$ cat src/rtl/alarm_pkg.sv
// Shared state encoding, counter sizing and parameter sanity helpers for the
// multi-zone alarm controller.
package alarm_pkg;

    localparam int STATE_W = 3;

    // Low two bits keep the legacy single-input controller codes.
    typedef enum logic [STATE_W-1:0] {
        ST_OFF       = 3'b000,
        ST_ARMED     = 3'b001,
        ST_TRIGGERED = 3'b010,
        ST_ALARM_ON  = 3'b011,
        ST_EXIT_WAIT = 3'b100
    } alarm_state_e;

    function automatic int cnt_width(int exit_d, int entry_d, int timeout_d);
        int max_d;
        max_d = exit_d;
        if (entry_d > max_d) max_d = entry_d;
        if (timeout_d > max_d) max_d = timeout_d;
        return $clog2(max_d) + 1;
    endfunction

    function automatic bit params_ok(int n_zones, int exit_d, int entry_d);
        return (n_zones >= 1) && (n_zones <= 8) && (exit_d >= 1) && (entry_d >= 1);
    endfunction

endpackage

$ cat src/rtl/alarm_delay_counter.sv
// Down-counter shared by the exit, entry and alarm-timeout phases.
// Decrement saturates at zero; load takes priority over decrement.
module alarm_delay_counter #(
    parameter int CNT_W = 5
) (
    input  logic             clk,
    input  logic             rst,
    input  logic             ena,
    input  logic             load,
    input  logic [CNT_W-1:0] load_val,
    input  logic             dec,
    output logic [CNT_W-1:0] cnt,
    output logic             is_zero
);

    logic [CNT_W-1:0] cnt_q;

    always_ff @(posedge clk) begin
        if (rst) begin
            cnt_q <= '0;
        end else if (ena) begin
            if (load) begin
                cnt_q <= load_val;
            end else if (dec && (cnt_q != '0)) begin
                cnt_q <= cnt_q - 1'b1;
            end
        end
    end

    assign cnt     = cnt_q;
    assign is_zero = (cnt_q == '0);

endmodule

$ cat src/rtl/multi_zone_alarm_ctrl.sv
// Multi-zone alarm supervisor: exit/entry delays, instant zones, alarm
// auto-timeout with re-arm, and a sticky record of the zones that tripped.
module multi_zone_alarm_ctrl
    import alarm_pkg::*;
#(
    parameter int                 N_ZONES       = 4,
    parameter logic [N_ZONES-1:0] INSTANT_MASK  = N_ZONES'(4'b1000),
    parameter int                 EXIT_DELAY    = 16,
    parameter int                 ENTRY_DELAY   = 16,
    parameter int                 ALARM_TIMEOUT = 64,
    parameter int                 CNT_W         = cnt_width(EXIT_DELAY, ENTRY_DELAY, ALARM_TIMEOUT)
) (
    input  logic               clk,
    input  logic               rst,
    input  logic               ena,
    input  logic               arm,
    input  logic               disarm,
    input  logic [N_ZONES-1:0] sensor,
    input  logic [N_ZONES-1:0] zone_en,
    output logic [STATE_W-1:0] state,
    output logic [STATE_W-1:0] next_state,
    output logic               alarm,
    output logic [N_ZONES-1:0] zone_latched,
    output logic [CNT_W-1:0]   delay_cnt
);

    if (!params_ok(N_ZONES, EXIT_DELAY, ENTRY_DELAY)) begin : g_param_err
        $error("multi_zone_alarm_ctrl: need 1<=N_ZONES<=8, EXIT_DELAY>=1, ENTRY_DELAY>=1");
    end

    localparam bit               HAS_TIMEOUT = (ALARM_TIMEOUT > 0);
    localparam logic [CNT_W-1:0] EXIT_LD     = CNT_W'(EXIT_DELAY - 1);
    localparam logic [CNT_W-1:0] ENTRY_LD    = CNT_W'(ENTRY_DELAY - 1);
    localparam logic [CNT_W-1:0] ALARM_LD    = HAS_TIMEOUT ? CNT_W'(ALARM_TIMEOUT - 1) : '0;

    alarm_state_e       state_q, state_d;
    logic               alarm_q;
    logic [N_ZONES-1:0] latched_q, latched_d;
    logic [N_ZONES-1:0] act, inst, dly;
    logic               cnt_load, cnt_dec, cnt_zero;
    logic [CNT_W-1:0]   cnt_load_val;

    assign act  = sensor & zone_en;
    assign inst = act & INSTANT_MASK;
    assign dly  = act & ~INSTANT_MASK;

    alarm_delay_counter #(
        .CNT_W(CNT_W)
    ) u_delay_counter (
        .clk      (clk),
        .rst      (rst),
        .ena      (ena),
        .load     (cnt_load),
        .load_val (cnt_load_val),
        .dec      (cnt_dec),
        .cnt      (delay_cnt),
        .is_zero  (cnt_zero)
    );

    always_comb begin
        state_d      = state_q;
        latched_d    = latched_q;
        cnt_load     = 1'b0;
        cnt_load_val = '0;
        cnt_dec      = 1'b0;

        if (disarm) begin
            state_d  = ST_OFF;
            cnt_load = 1'b1;
        end else begin
            case (state_q)
                ST_OFF: begin
                    if (arm) begin
                        state_d      = ST_EXIT_WAIT;
                        cnt_load     = 1'b1;
                        cnt_load_val = EXIT_LD;
                        latched_d    = '0;
                    end
                end
                ST_EXIT_WAIT: begin
                    if (cnt_zero) state_d = ST_ARMED;
                    else          cnt_dec = 1'b1;
                end
                ST_ARMED: begin
                    latched_d = latched_q | act;
                    if (|inst) begin
                        state_d      = ST_ALARM_ON;
                        cnt_load     = 1'b1;
                        cnt_load_val = ALARM_LD;
                    end else if (|dly) begin
                        state_d      = ST_TRIGGERED;
                        cnt_load     = 1'b1;
                        cnt_load_val = ENTRY_LD;
                    end
                end
                ST_TRIGGERED: begin
                    // Once started, the entry delay runs out even if the sensor clears.
                    latched_d = latched_q | act;
                    if ((|inst) || cnt_zero) begin
                        state_d      = ST_ALARM_ON;
                        cnt_load     = 1'b1;
                        cnt_load_val = ALARM_LD;
                    end else begin
                        cnt_dec = 1'b1;
                    end
                end
                ST_ALARM_ON: begin
                    if (HAS_TIMEOUT) begin
                        if (cnt_zero) state_d = ST_ARMED;
                        else          cnt_dec = 1'b1;
                    end
                end
                default: begin
                    state_d  = ST_OFF;
                    cnt_load = 1'b1;
                end
            endcase
        end
    end

    always_ff @(posedge clk) begin
        if (rst) begin
            state_q   <= ST_OFF;
            alarm_q   <= 1'b0;
            latched_q <= '0;
        end else if (ena) begin
            state_q   <= state_d;
            alarm_q   <= (state_d == ST_ALARM_ON);
            latched_q <= latched_d;
        end
    end

    assign state        = state_q;
    assign next_state   = ena ? state_d : state_q;
    assign alarm        = alarm_q;
    assign zone_latched = latched_q;

endmodule
$ cat config.mk
export PLATFORM = sky130hd
export DESIGN_NAME = multi_zone_alarm_ctrl
export DESIGN_NICKNAME = d
export VERILOG_FILES = /design/src/rtl/alarm_pkg.sv /design/src/rtl/alarm_delay_counter.sv /design/src/rtl/multi_zone_alarm_ctrl.sv
export SDC_FILE = /design/constraint.sdc
export NUM_CORES = 1
export LEC_CHECK = 0
export CAP_MARGIN = 20
export CORE_MARGIN = 3
export CORE_UTILIZATION = 39
export DETAILED_ROUTE_END_ITERATION = 8
export HOLD_SLACK_MARGIN = 0.05
export PLACE_DENSITY = 0.81
export SYNTH_ARGS = -nofsm -noshare
export SYNTH_HDL_FRONTEND = slang
export SYNTH_SLANG_ARGS = --single-unit
$ cat constraint.sdc
create_clock -name clk -period 3.2 [get_ports clk]
set_input_delay 0.32 -clock clk [delete_from_list [all_inputs] [get_ports clk]]
set_output_delay 0.32 -clock clk [all_outputs]
set_load 0.02 [all_outputs]
Word level (Yosys, flattened, before mapping):

Cells that the tools add are included.
W data, S select, Z words.

* output and inout bits: 18
* input port bits: 13
* register bits: 15

* equal/unequal tests: 6
* reduce and logical (&&, ||, !) cells: 12
* mux-type cells: 28
* bitwise operators: 3
* $add $sub $neg: 1

Operators with widths (count)
* $mux W3: 7
* $mux W7: 3
* $pmux W6 S3: 1
* $mux W4: 3
* $mux W6: 2
* $pmux W3 S4: 1
* $eq A3 B2 Y1 const B: 3
* $mux W1: 8
* $pmux W4 S2: 1
* $logic_not A7 Y1: 1
* $reduce_bool A7 Y1: 1
* $sub A7 B1 Y7 const B: 1
* $and A4 B4 Y4: 1
* $or A4 B4 Y4: 1
* $pmux W1 S4: 1
* $reduce_and A4 Y1: 1
* $reduce_bool A2 Y1: 2
* $reduce_or A2 Y1: 2
* $eq A3 B1 Y1 const B: 1
* $eq A3 B3 Y1 const B: 1
* $logic_not A3 Y1: 1
* $reduce_or A3 Y1: 1
* $ne A2 B2 Y1 const B: 1
* $pmux W1 S2: 1
* other kinds (4): 4

Logic depth before layout (Yosys ltp):

Gate-level depths: netlist of the first run.

* word-level depth: 8
* gate-level depth with buffers: 8
* gate-level depth less buffers: 7

Cells and area by module:

Synthesis of the first run repeated with hierarchy kept, for this count alone.

* cells, all modules: 131
* area, all modules: 1029.7 sq um

Modules (own cells, without submodules)
* multi_zone_alarm_ctrl: area each 540.5 sq um, times used 1, sequential area each 160.2 sq um, cells each 67
* alarm_delay_counter: area each 489.2 sq um, times used 1, sequential area each 140.1 sq um, cells each 64

Worst setup path before layout of the first run:

OpenSTA, ideal clock, no wires.

* kind: register to register
* from: register u_delay_counter.cnt_q[0], in the netlist u_delay_counter.cnt[0]
* to: register u_delay_counter.cnt_q[3], in the netlist u_delay_counter.cnt[3]
* library setup time: 0.119 ns
* path buffers: 0
* period minus slack after synthesis: 2.076 ns
* arrival: 1.957 ns
* setup slack: 1.124 ns
* stages on the path, launching flop included: 8
* required time: 3.081 ns
* cells stage by stage: dfxtp_1 -> inv_1 -> ha_1 -> or4b_4 -> nor3_4 -> nor2_1 -> o221a_2 -> o221a_2

* longest elaborated chain between the ends: 8

RTL lines
* start, declared: line alarm_delay_counter.sv:16 `logic [CNT_W-1:0] cnt_q;`
* start signal, assigned: line alarm_delay_counter.sv:23 `cnt_q <= load_val;`
* start signal, assigned: line alarm_delay_counter.sv:25 `cnt_q <= cnt_q - 1'b1;`
* $logic_not A7 Y1: line alarm_delay_counter.sv:31 `assign is_zero = (cnt_q == '0);`
* $logic_or A1 B1 Y1: line multi_zone_alarm_ctrl.sv:99 `if ((|inst) || cnt_zero) begin`
* $mux W1: line multi_zone_alarm_ctrl.sv:99
* $pmux W1 S2: line multi_zone_alarm_ctrl.sv:71 `case (state_q)`
* $mux W1: line multi_zone_alarm_ctrl.sv:67 `if (disarm) begin`
* $logic_and A1 B1 Y1: line alarm_delay_counter.sv:24 `end else if (dec && (cnt_q != '0)) begin`
* $reduce_bool A2 Y1 (no source line)
* $reduce_and A2 Y1 (no source line)

Parallel ways exist; a longest one is shown, timed or not. The select of a mux whose other input is x is not followed.
A chain may end at the register's enable or synchronous reset.

Worst setup path after layout of the first run:

* from: register u_delay_counter.cnt_q[0], in the netlist u_delay_counter.cnt[0]
* to: output port next_state[2]

* longest elaborated chain between the ends: 6

RTL lines
* $logic_not A7 Y1 (*): line alarm_delay_counter.sv:31
* $logic_or A1 B1 Y1: line multi_zone_alarm_ctrl.sv:99
* $mux W3: line multi_zone_alarm_ctrl.sv:99
* $pmux W3 S4 (*): line multi_zone_alarm_ctrl.sv:71
* $mux W3 (*): line multi_zone_alarm_ctrl.sv:67
* $mux W3 (*)
* end, declared: line multi_zone_alarm_ctrl.sv:21 `output logic [STATE_W-1:0] next_state,`

Mark *: on every way between the ends. The rest lies on a longest branch, timed or not.

==> flow_summary.yaml, run 1 <==
status:
  outcome: "completed"
timing:
  worst_pin_slew_ps: 830
  post-route-min-period_ps: 2900
  slew_headroom_pct: 44.4
  report.final.hold_viol_count: 0
  drv_slew: 0
  tns_ps: 0
  skew_ps: 4.65
  setup_viol_count_final: 0
  timing.final.crit_share_pct: 90.7
  fmax_mhz: 345
  grt_setup_unrepaired: "false"
clock_network:
  hold_buffers: 0
  clkSlewWorstSetupHoldPaths_ps: 90
  cts_tree: "done"
  clockRootBuffer: "clkbuf_4"
  cts.sinks: 15
  clk_latency_ps: 280
  cts.path.max_buffers: 2
  htreeDepth: 1
  numCtsBuffers: 3
global_route:
  grt_util_all_layers_pct: 16.7
  grt_max_degree: 15
  gr-usage-met3_pct: 2.07
  grt_use_met2_pct: 28.2
  grt_pass1_wl_um: 4350
  grt_pass1_vias: 1014
  grt_antenna_before_repair: 0
  gr-usage-met1_pct: 21.8
  grt-ovfl-total: 0
  grt-busiest-layer: "met2"
critical_path:
  max_stage_delay_ps: 540
  critPathLaunchType: "flop"
  crit_type: "flop to output pin"
  crit_arrival_ps: 2580
  r2r_cells: 7
  slowest_stage: "clkdlybuf4s50_1"
  crit_family: "simple AND/OR/NAND/NOR gates"
  critical_path_depth: 7
  endpoint: "next_state[2]"
  critPathLaunch: "u_delay_counter.cnt[0]"
  critPathCaptureType: "output pin"
  cp.required_ps: 2880
  rrSetupSlack_ps: 750
  crit_path_cell_trace: "inv_1 -> ha_1 -> or4b_4 -> nor3_4 -> o31ai_1 -> a22o_1 -> clkdlybuf4s50_1"
  reg2reg_to: "u_delay_counter.cnt[2]"
  cp_max_fo: 6
  crit_buf_inv: 2
  r2r-start: "u_delay_counter.cnt[0]"
route:
  drtPass1Iterations: 4
  remaining_drc_errors: 0
  via_per_inst: 5.77
  wl_per_cell_um: 14.6
  vias: 1032
  ant_nets: 0
  first_iter_violations: 29
  totalWireLength_um: 2610
layout:
  n_antenna_cell: 0
  ff_latch_area_um2: 300
  fin_nets: 166
  multi_input_area_um2: 644
  syn_to_final_growth_pct: 35.8
  drive_gt1_share_pct: 13.2
  stdcell_count: 179
  fill_cells: 223
die:
  die_x_um: 56.5
  rows: 17
  start_util_pct: 42.9
  core_mm2: 0.00232
  ios: 31
  design.die.area_mm2: 0.00319
  die-height_um: 56.5
power:
  ir_worst_vdd_v: 0.000246
  swShare_pct: 32.6
  p_switching_uw: 152
  internal_power_uw: 315
  p_clk_share_pct: 24.0
  comb_power_share_pct: 31.4
  p_leak_uw: 0.000499
  power.density_mw_per_mm2: 345
  sequentialPowerShare_pct: 44.6
yosys:
  ys_seq_area_share_pct: 30.2
  yosys-top-cells-area: "dfxtp_1 30%, nand2_1 4.5%, nor2_1 4.5%"
  ys_ff_latch: 15
  synth_top_cell_area_share_pct: 30.2
  synth_area_um2: 995
  syn_avg_cell_area_um2: 8.29
  synth_fp_nets: 134
  yosysTopAreaCell: "dfxtp_1"
  yosys_warnings: 0
  yosysMostFrequentCell: "dfxtp_1"
  netlist_top_cells_count: "15 x dfxtp_1, 12 x nand2_1, 12 x nor2_1"
  synth_flop_cell: "dfxtp_1"
  ys_async_sr_fraction_pct: 0
  syn_inst: 120
  synth.distinct_cells: 45
  synth_edf_count: 0
place:
  io_buffers: 30
  gp_congestion: 0.888
  hpwlAfterDp_um: 2010
  dp_cells: 175
run:
  max-cap-violations: 0
worst_hold_path:
  hp-class: "flop to flop"
==> worst min-delay path: cells and delay by family, from the launching register on <==
kind / cells / cell delay, ps
AND/OR/NAND/NOR: 1 / 50
AO/OA/AOI/OAI: 1 / 50
flip-flops: 1 / 320
==> how the worst min path moves through the flow <==
stage	to	startpoint	slack (ps)	cells past startpoint
after global routing	alarm	alarm	480	2
after floorplan	u_delay_counter.cnt[5]	rst	390	1
final	alarm	alarm	470	2
after CTS	alarm	alarm	480	2
after detailed placement	alarm	alarm	460	2
after global placement	alarm	alarm	450	2
==> sequential cells by signal, summed over array words and instances, names as in the netlist <==
| name | cells |
|---|---|
| zone_latched | 4 |
| state | 3 |
| alarm | 1 |
| u_delay_counter.cnt | 7 |
==> final cells by class <==
cell class	count	area share, %
repair buffers	32	23.3
inverters	8	2.22
flip-flops and latches	15	22.2
well taps	28	2.59
multi-input cells	92	47.7
clock buffers	4	1.94
==> placed cells by master, fill, tap and decap left out, types with 3 or more instances in the layout <==
| master | Yosys | final |
|---|---|---|
| a21oi_1 | 8 | 8 |
| a31oi_1 | 4 | 4 |
| and2_1 | 4 | 4 |
| clkbuf_4 | 0 | 3 |
| clkdlybuf4s50_1 | 0 | 30 |
| dfxtp_1 | 15 | 15 |
| inv_1 | 8 | 8 |
| nand2_1 | 12 | 12 |
| nor2_1 | 12 | 12 |
| nor3_1 | 6 | 6 |
| o21a_1 | 3 | 3 |
| o221a_2 | 4 | 4 |
==> metal layers <==
| metal | wire, um | up-vias | share of wire, % |
|---|---|---|---|
| met5 | 0 | - | 0 |
| li1 | - | 518 | - |
| met2 | 1280 | 29 | 49 |
| met1 | 1180 | 481 | 45 |
| met3 | 125 | 4 | 4.8 |
| met4 | 25 | 0 | 0.96 |
==> power groups by stage <==
| stage | registers, uW | logic, uW | clock network (uW) |
|---|---|---|---|
| floorplan | 218 | 81.9 | 0 |
| global placement | 211 | 140 | 0 |
| detailed placement | 211 | 143 | 0 |
| CTS | 207 | 144 | 115 |
| global route | 210 | 159 | 121 |
| finish | 208 | 147 | 112 |
==> metrics by stage <==
stage / setup WS (ps) / cell area (um2) / utilization [%] / power, uW / hold WS [ps]
after global routing: 104 / 1350 / 58.3 / 490 / 481
after CTS: 138 / 1340 / 57.9 / 466 / 476
after floorplan: 1120 / 995 / - / 300 / 386
after detailed placement: 249 / 1320 / 56.7 / 354 / 456
after global placement: 257 / 1320 / 56.7 / 351 / 447
final: 298 / 1350 / 58.3 / 467 / 467
==> cell families (layout without fill, tap and decap cells) <==
group,after synthesis,count (layout),synth area share [%]
AND/OR/NAND/NOR,49,49,27.3
AO/OA/AOI/OAI,41,41,34.3
flip-flops,15,15,30.2
buffers and inverters,13,44,6.04
adder cells (fa/ha/maj),1,1,1.26
XOR/XNOR,1,1,0.881
==> timing repair <==
item	CTS	global route
endpoints found under the setup margin	0	1
gates resized for setup	0	2
buffers inserted	0	0
(Power assumes the default switching activity.)
==> inputs of run 2 (changes only) <==
- CORE_MARGIN: 3 -> default
==> run 2 against run 1 <==
Power is 0.91% lower. Critical path depth stayed put. Hold slack better by 6.2 ps. Count of clock-buffer cells in the layout is 1 lower. Critical path type unchanged. Critical endpoint is now next_state[0]. Highest routed layer unchanged.
==> flow_summary.yaml, run 2 (synthesis gave the netlist of run 1 again) <==
status:
  outcome: "completed"
route:
  drtPass1Iterations: 4
  vias: 1044
  first_iter_violations: 44
  ant_nets: 0
  via_per_inst: 5.83
  remaining_drc_errors: 0
  totalWireLength_um: 2470
  wl_per_cell_um: 13.8
clock_network:
  clockRootBuffer: "clkbuf_4"
  cts.path.max_buffers: 2
  clk_latency_ps: 290
  clkSlewWorstSetupHoldPaths_ps: 100
  post_cts_buffers: 0
  cts.sinks: 15
  htreeDepth: 1
  cts_tree: "done"
  numCtsBuffers: 3
timing:
  report.final.hold_viol_count: 0
  slew_headroom_pct: 40.9
  worst_pin_slew_ps: 883
  timing.final.crit_share_pct: 93.7
  drv_slew: 0
  skew_ps: 6.78
  setup_viol_count_final: 0
  tns_ps: 0
  post-route-min-period_ps: 3000
  grt_setup_unrepaired: "false"
  fmax_mhz: 334
layout:
  fill_cells: 215
  ff_latch_area_um2: 300
  n_antenna_cell: 0
  stdcell_area_mm2: 0.00134
  multi_input_area_um2: 636
  syn_to_final_growth_pct: 35.1
  drive_gt1_share_pct: 13.9
  layout_commonest_cell: "clkdlybuf4s50_1"
  fin_nets: 166
  final_cell_mix: "30 x clkdlybuf4s50_1, 15 x dfxtp_1, 12 x nand2_1, 12 x nor2_1"
  largest_reg_flops: 7
global_route:
  grt_pass1_vias: 940
  grt_pass1_wl_um: 3950
  grt_max_degree: 15
  grt-ovfl-total: 0
  grt_util_all_layers_pct: 19.4
  grt_antenna_before_repair: 0
die:
  design.die.area_mm2: 0.00276
  rows: 17
  core_mm2: 0.00230
  die-height_um: 52.5
  start_util_pct: 43.3
  ios: 31
  die_x_um: 52.5
critical_path:
  critPathLaunchType: "flop"
  crit_type: "flop to output pin"
  cp_max_fo: 5
  crit_arrival_ps: 2680
  rrSetupSlack_ps: 610
  critPathCaptureType: "output pin"
  cp.required_ps: 2880
power:
  ir_worst_vdd_v: 0.000250
  power.density_mw_per_mm2: 344
  p_leak_uw: 0.000494
place:
  dpl_cell_area_mm2: 0.00132
  gp_congestion: 0.889
  hpwlAfterDp_um: 1840
  io_buffers: 30
run:
  max-cap-violations: 0
worst_hold_path:
  hp-class: "flop to flop"
## run 2: path summary, 6_finish.rpt
check | depth (start not counted) | to | start
max | 7 | next_state[0] | u_delay_counter.cnt[0]
min | 2 | zone_latched[2] | zone_latched[2]
max reg2reg | 7 | u_delay_counter.cnt[2] | u_delay_counter.cnt[0]
min reg2reg | 2 | zone_latched[2] | zone_latched[2]
## run 2: worst max-delay path, stage by stage, from the launching register on
cell and delay (ps):
dfxtp_1 360, inv_1 70, ha_1 220, nor4b_2 400, a2bb2oi_1 120, a2111oi_1 470
a21o_1 140, clkdlybuf4s50_1 600
## run 2: layout make-up
class | instances | share of cell area (%)
multi-input cells | 92 | 47.3
inverters | 8 | 2.23
repair buffers | 32 | 23.5
clock buffers | 3 | 1.68
well taps | 28 | 2.61
flip-flops and latches | 15 | 22.3
clock inverters | 1 | 0.372
## run 2: repair_timing
| item | CTS | global route |
|---|---|---|
| hold buffers | 0 | 0 |
| setup endpoints to repair | 0 | 1 |
| resized for setup | 0 | 1 |
## run 2: metrics by stage
| step | std cells | worst slack (ps) | power, uW | hold slack, ps | util [%] |
|---|---|---|---|---|---|
| detailed placement | 175 | 202 | 354 | 455 | 57.2 |
| global route | 179 | 21.2 | 487 | 497 | 58.5 |
| global placement | 175 | 297 | 351 | 452 | 57.2 |
| floorplan | 120 | 1120 | 300 | 386 | - |
| CTS | 179 | 128 | 465 | 479 | 58.4 |
| finish | 179 | 202 | 463 | 474 | 58.5 |
## run 2: where the power goes
group,switching [uW],internal (uW)
clock network,65.0,46.5
logic,74.9,69.4
registers,12.1,195
total,152,311
## run 2: metal layers
metal | GRT usage (%) | wire, um | up-vias
met5 | 0 | 0 | -
met4 | 7.89 | 34 | 0
met3 | 3.19 | 169 | 5
met2 | 32.9 | 1140 | 37
met1 | 23.9 | 1130 | 485
li1 | - | - | 517
